File: src/rtl/fetch_pc.sv
// Fetch-stage program counter with branch-delay-slot redirects, a one-entry
// redirect buffer that holds a target across stalls, and address legality flags.
module fetch_pc #(
    parameter logic [31:0] PC_INIT  = 32'h0000_3000,
    parameter int          IM_WORDS = 4096
) (
    input  logic        clk,
    input  logic        reset,
    input  logic        stall_F,
    input  logic        d_valid,
    input  logic [1:0]  br_type,
    input  logic        jump,
    input  logic [31:0] pc_D,
    input  logic [25:0] imm26,
    input  logic [31:0] rs_val,
    output logic [31:0] pc_F,
    output logic        fetch_valid,
    output logic        addr_err,
    output logic        pend,
    output logic [15:0] redir_cnt
);

    localparam logic [1:0] BR_COND = 2'd0;
    localparam logic [1:0] BR_J    = 2'd1;
    localparam logic [1:0] BR_JR   = 2'd2;

    // One past the last legal word address, kept at 33 bits so the top of a
    // range ending at 2^32 does not wrap to zero.
    localparam logic [32:0] PC_LO = {1'b0, PC_INIT};
    localparam logic [32:0] PC_HI = {1'b0, PC_INIT} + 33'(4 * IM_WORDS);

    logic [31:0] buf_target;
    logic        redir_req;
    logic [31:0] target;
    logic [31:0] br_offset;

    function automatic logic addr_legal(input logic [31:0] a);
        return (a[1:0] == 2'b00) && ({1'b0, a} >= PC_LO) && ({1'b0, a} < PC_HI);
    endfunction

    always_comb begin
        redir_req = d_valid && ((br_type == BR_J) || (br_type == BR_JR) ||
                                ((br_type == BR_COND) && jump));
    end

    always_comb begin
        br_offset = {{14{imm26[15]}}, imm26[15:0], 2'b00};
        target    = '0;
        case (br_type)
            BR_COND: target = pc_D + 32'd4 + br_offset;
            BR_J:    target = {pc_D[31:28], imm26, 2'b00};
            BR_JR:   target = rs_val;
            default: target = '0;
        endcase
    end

    always_comb begin
        fetch_valid = addr_legal(pc_F);
    end

    // A live redirect always beats the buffered one; the buffer is simply
    // dropped because pend clears on any applied redirect.
    always_ff @(posedge clk or posedge reset) begin
        if (reset) begin
            pc_F       <= PC_INIT;
            buf_target <= '0;
            pend       <= 1'b0;
            addr_err   <= 1'b0;
            redir_cnt  <= '0;
        end else if (stall_F) begin
            if (redir_req) begin
                buf_target <= target;
                pend       <= 1'b1;
            end
        end else if (redir_req) begin
            pc_F      <= target;
            pend      <= 1'b0;
            redir_cnt <= redir_cnt + 16'd1;
            if (!addr_legal(target)) begin
                addr_err <= 1'b1;
            end
        end else if (pend) begin
            pc_F      <= buf_target;
            pend      <= 1'b0;
            redir_cnt <= redir_cnt + 16'd1;
            if (!addr_legal(buf_target)) begin
                addr_err <= 1'b1;
            end
        end else begin
            // Running off the end of memory is not a redirect error.
            pc_F <= pc_F + 32'd4;
        end
    end

endmodule
File: config.mk
export PLATFORM = sky130hd
export DESIGN_NAME = fetch_pc
export DESIGN_NICKNAME = d
export VERILOG_FILES = /design/src/rtl/fetch_pc.sv
export SDC_FILE = /design/constraint.sdc
export NUM_CORES = 1
export LEC_CHECK = 0
export ABC_AREA = 1
export CAP_MARGIN = 25
export CORE_MARGIN = 2
export CORE_UTILIZATION = 35
export DETAILED_ROUTE_END_ITERATION = 6
export GPL_ROUTABILITY_DRIVEN = 0
export PLACE_DENSITY = 0.57
export SETUP_SLACK_MARGIN = 0.1
export SLEW_MARGIN = 20
export SYNTH_ARGS = -nofsm -noshare
export SYNTH_HDL_FRONTEND = slang
export SYNTH_SLANG_ARGS = --single-unit
File: constraint.sdc
create_clock -name clk -period 3.4 [get_ports clk]
set_input_delay 0.51 -clock clk [delete_from_list [all_inputs] [get_ports clk]]
set_output_delay 0.51 -clock clk [all_outputs]
set_load 0.005 [all_outputs]
======== Word level (Yosys, flattened, before mapping) ========
Cells that the tools add are included.
storage, ports and cells
  register bits after elaboration ......... 82
  bits of input ports ..................... 97
  output and inout bits ................... 51
  logic and storage cells ................. 50
cells by class
  add/sub/neg operators ................... 4
  magnitude comparators ................... 6
  equality and inequality tests ........... 5
  multiplexer cells ....................... 11
  bitwise operators ....................... 1
  reduce and logical (&&, ||, !) cells .... 18
operators with widths
  operator                                                              number
  greater-or-equal comparator 32 x 14 -> 1 bit (second input constant)  3
  less-than comparator 32 x 15 -> 1 bit (second input constant)         3
  case mux 32 bit (3 select lines)                                      1
  adder 32 x 3 -> 32 bit (second input constant)                        2
  2-to-1 mux 32 bit                                                     2
  adder 32 bit                                                          1
  2-to-1 mux 16 bit                                                     2
  adder 16 x 1 -> 16 bit (second input constant)                        1
  logical AND 1 bit                                                     8
  logical NOT 2 bit                                                     4
  2-to-1 mux 1 bit                                                      6
  inequality test 2 bit (second input constant)                         2
  AND reduction 2 bit                                                   2
  AND reduction 4 bit                                                   1
  equality test 2 x 1 -> 1 bit (second input constant)                  1
  equality test 2 bit (second input constant)                           1
  logical OR 1 bit                                                      2
  inequality test 2 x 1 -> 1 bit (second input constant)                1
  nonzero test 2 bit                                                    1
  NOT 1 bit                                                             1

======== Longest topological paths before layout ========
  depth after elaboration ................. 8
  gate-level depth with buffers ........... 24

======== Worst setup path before layout ========
No wires, ideal clock.
  path kind ............................... input to register
  start point ............................. input pc_D[3]
  end point ............................... register addr_err
  setup time .............................. 0.116 ns
  data arrival time ....................... 2.551 ns
  required time ........................... 3.284 ns
  slack ................................... 0.732 ns
  stages .................................. 22
  path buffers ............................ 0
  cell sequence ........................... ha_1 ha_1 inv_1 fa_1 inv_1 nand3_1 nand3_1 nand2_1 nand2_2 nand2_1 nand2_1 nand2_1 nand3_1 nand2_1 nand2_2 nand2_1 nor2_1 nand2_1 nor2_1 nand3_1 nand2_1 nand2_1
between the ends
  cells in the longest elaborated chain, start to end .. 8
  elaborated cells between the ends (all ways) .. 9
  those cells by class .................... add/sub: 2; order compare: 2; eq/ne: 1; mux: 1; reduce/logical: 3
ends and longest elaborated chain
  item                                          RTL line  source
  start, declared                               13        input logic [31:0] pc_D,
  adder 32 x 3 -> 32 bit (*)                    50        BR_COND: target = pc_D + 32'd4 + br_offset;
  adder 32 bit (*)                              50
  case mux 32 bit (3 select lines) (*)          49        case (br_type)
  greater-or-equal comparator 32 x 14 -> 1 bit  38        return (a[1:0] == 2'b00) && ({1'b0, a} >= PC_LO) && ({1'b0, a} < PC_HI);
  logical AND 1 bit                             38
  logical AND 1 bit (*)                         38
  inequality test 2 bit (no line) (*)           n/a
  AND reduction 4 bit (no line) (*)             n/a
  end signal, assigned                          68        addr_err <= 1'b0;
  end signal, assigned                          80        addr_err <= 1'b1;
  end signal, assigned                          87        addr_err <= 1'b1;
  end, declared                                 18        output logic addr_err,
Every way passes the cells marked *; elsewhere a longest branch is shown, timed or not.
A chain may end at the register's enable or synchronous reset.

======== Final worst setup path ========
  start point ............................. input imm26[15]
  end point ............................... register addr_err
between the ends
  cells in the longest elaborated chain, start to end .. 7
  elaborated cells between the ends (all ways) .. 8
  those cells by class .................... add/sub: 1; order compare: 2; eq/ne: 1; mux: 1; reduce/logical: 3
ends and longest elaborated chain
  item                                          RTL line  source
  start, declared                               14        input logic [25:0] imm26,
  adder 32 bit                                  50
  case mux 32 bit (3 select lines) (*)          49
  greater-or-equal comparator 32 x 14 -> 1 bit  38
  logical AND 1 bit                             38
  logical AND 1 bit (*)                         38
  inequality test 2 bit (no line) (*)           n/a
  AND reduction 4 bit (no line) (*)             n/a
Marked as above.

==> results by group <==
Final layout
  – Final core occ: 0.464
  – Area delta synth->final: 31.1%
  – Share of layout cells above drive strength 1: 0.0835
  – Diode count: 0
  – Most common cell after layout, fill and taps aside: nand2_1
  – Most frequent cells in the layout: nand2_1 (400), inv_1 (172), clkdlybuf4s50_1 (147)
  – Nets: around 1600
  – Design area: between 10000 and 15000 µm²
  – Filler cells: 2397

Place
  – Dpl hpwl: just over 20 mm
  – DP Area: slightly above 10000 µm²
  – Port Buffer Count: ~150
  – Worst slack, placed: -0.0660 ns

Timing
  – Max-slew violation count: 0
  – PnR worst setup slack: ~0.32 ns
  – Slew @ Worst Pin: between 0.7 and 0.8 ns
  – Final Hold Vio Count: 0
  – Unrepaired setup endpoints after global routing: no
  – Final setup skew: a little over 0.005 ns
  – Post-route clock period utilization: 0.907
  – Max Fclk: 324 MHz
  – Final worst path period need: 3.08 ns
  – Endpoints failing setup: 0
  – Slew headroom: 0.507
  – Setup TNS Final: 0 ns

Critical path
  – Crit. End Element: flop
  – Max FO, Critical Path: 16
  – Buf/Inv on CP: 2
  – Worst path max stage delay: roughly 0.50 ns
  – Critical Setup Path Class: primary input to flop
  – Setup crit start kind: primary input
  – Crit path arrival time: approximately 3.3 ns
  – Most common cell on crit path: nand2_1
  – Worst path cell trace: clkdlybuf4s50_1 -> buf_12 -> ha_1 -> ha_1 -> nand2_1 -> nor2_2 -> nand2_1 -> nor4_2 -> nand2_1 -> nand2_1 -> nand2_1 -> nand3_1 -> nand2_1 -> nand2_1 -> nand2_1 -> nor2_1 -> nand3_1 -> nand2_1 -> nand2_1
  – CP required: 3.64 ns
  – Crit-path slowest cell: clkdlybuf4s50_1
  – CP top delay family: simple AND/OR/NAND/NOR gates

Synthesis
  – Sequential share of the synthesized area: 0.259
  – Flops & latches, synth: ~80
  – Async S/R FF share, synth: 1.00
  – Mapped Area: just under 8000 µm²
  – Ys Warns: 0
  – Avg Cell Area, Syn: roughly 6.4 µm²
  – Post-synth cell types: 44
  – EDFF count, synth: 0
  – Syn nets: 1394
  – Post-Synthesis Cells: 1232
  – Commonest register cell after synthesis: dfrtp_1

Drt
  – Vias: roughly 8400
  – Post-route DRC: 0
  – Vias per Instance: just under 5
  – WL/cell: ~15 µm
  – First-pass DRT Iterations: 5
  – Iter 0 DRT Violations: between 500 and 600
  – Final wirelength: 25.7 mm
  – DRT antenna net count: 0

Floorplanning
  – Die height: 155 µm
  – Die area: between 20000 and 25000 µm²
  – Initial Util: 0.354
  – Ports: roughly 150
  – Horiz. Die Dim: 155 µm
  – Area of the core: roughly 22000 µm²
  – Num rows: 55

Global routing
  – First-pass GRT wire length: approximately 42 mm
  – Global route hottest layer: met2
  – Initial antenna violation count: 0
  – Met1 Track Usage GR: 0.302
  – M2 GR Usage: 0.354
  – GR Util met3: 0.0213
  – Number of global-route vias before repair: a little over 8000
  – Maximum number of pins on one net before global-route repair: 48
  – GRT Total Usage: 0.215
  – GR Overflow Total: 0

Flow run
  – Max cap viols: 0

Clocking
  – Root buffer cell: clkbuf_16
  – CTS sink cnt: 82
  – CTS buffer count: 9
  – CTS tree: done
  – Clock Path Buffers: 2
  – Reg clk slew, reported paths: ~0.060 ns
  – Cts hold-fix bufs: 0
  – Htree depth: 3
  – Clk_lat worst skew: 0.34 ns

Hold path
  – Worst hold path class: flop to flop

Power
  – Leak pwr: between 5 and 6 nW
  – PwrDens: about 400 nW/µm²
  – Total power draw: just over 0.004 W
  – Worst vdd ir: around 0.00026 V

Outcome
  – Status: finished clean
area by class of cell:
cell class                 instances  area (µm²)  area share
multi-input combinational        936        5120       0.492
sequential                        82        2050       0.197
timing repair buffer             204        1940       0.186
inverter                         176         662      0.0635
tap                              285         357      0.0342
clock buffer                      11         233      0.0223
clock inverter                     4        52.6     0.00504
synthesized netlist by cell type, drive strengths merged, types with 3 or more instances:
cell    instances  share of area
a21oi          58          0.037
nand2         411           0.20
nand3          86          0.056
clkbuf         23          0.011
o22ai           3         0.0024
a22o           25          0.028
buf            15         0.0082
o21ai          89          0.056
xor2           35          0.039
inv           176          0.083
nand4          17          0.013
nor4           16          0.013
nand3b         11          0.010
nor2           76          0.042
xnor2           8         0.0088
nor3           16          0.014
o211ai          3         0.0028
or2             4         0.0032
dfrtp          80           0.25
ha             64           0.10
what timing repair did:
item,4_1_cts,5_1_grt
endpoints found under the setup margin,0,2
resized for setup,0,13
buffers inserted,0,3
kinds of logic after synthesis:
logic type	synth area share
and+or+nand+nor	0.354
buffers and inverters	0.102
DFF	0.259
xor gates and xnor gates	0.0474
muxes	0.00142
adders and majority gates	0.103
AOI/OAI and AO/OA	0.133
where the power goes:
part	leakage, nW	total, W	internal (W)	switching, W
sequential	1.03	0.00139	0.00117	0.000224
combinational	4.00	0.00170	0.000802	0.000900
clock	0.140	0.000963	0.000568	0.000395
total	5.17	0.00406	0.00254	0.00152
per-layer routing:
| metal | share of wire | vias to the layer above |
|---|---|---|
| met4 | 0.021 | 0 |
| met5 | 0 | - |
| li1 | - | 4350 |
| met3 | 0.041 | 38 |
| met2 | 0.46 | 228 |
| met1 | 0.48 | 3800 |
metrics by stage:
stage,instances,hold WS [ns]
5_1_grt,1698,0.485
3_3_place_gp,1680,0.459
4_1_cts,1695,0.474
3_5_place_dp,1680,0.466
6_report,1698,0.465
2_1_floorplan,1232,0.448
registers in the layout (all words and copies together) (netlist names):
signal / flops
addr_err: 1
pc_F: 32
pend: 1
redir_cnt: 16
buf_target: 32
path summary, 6_finish.rpt:
path / start / to / slack [ns] / cells after the start
worst min register to register: redir_cnt[15] / redir_cnt[15] / 0.47 / 1
max in group asynchronous: reset / pc_F[13] / 2.12 / 3
worst max register to register: pend / redir_cnt[14] / 1.12 / 10
min in group asynchronous: reset / redir_cnt[12] / 0.57 / 2
worst max-delay path: imm26[15] / addr_err / 0.32 / 19
worst min-delay path: redir_cnt[15] / redir_cnt[15] / 0.47 / 1
No activity file was read; power rests on OpenSTA's default activity.
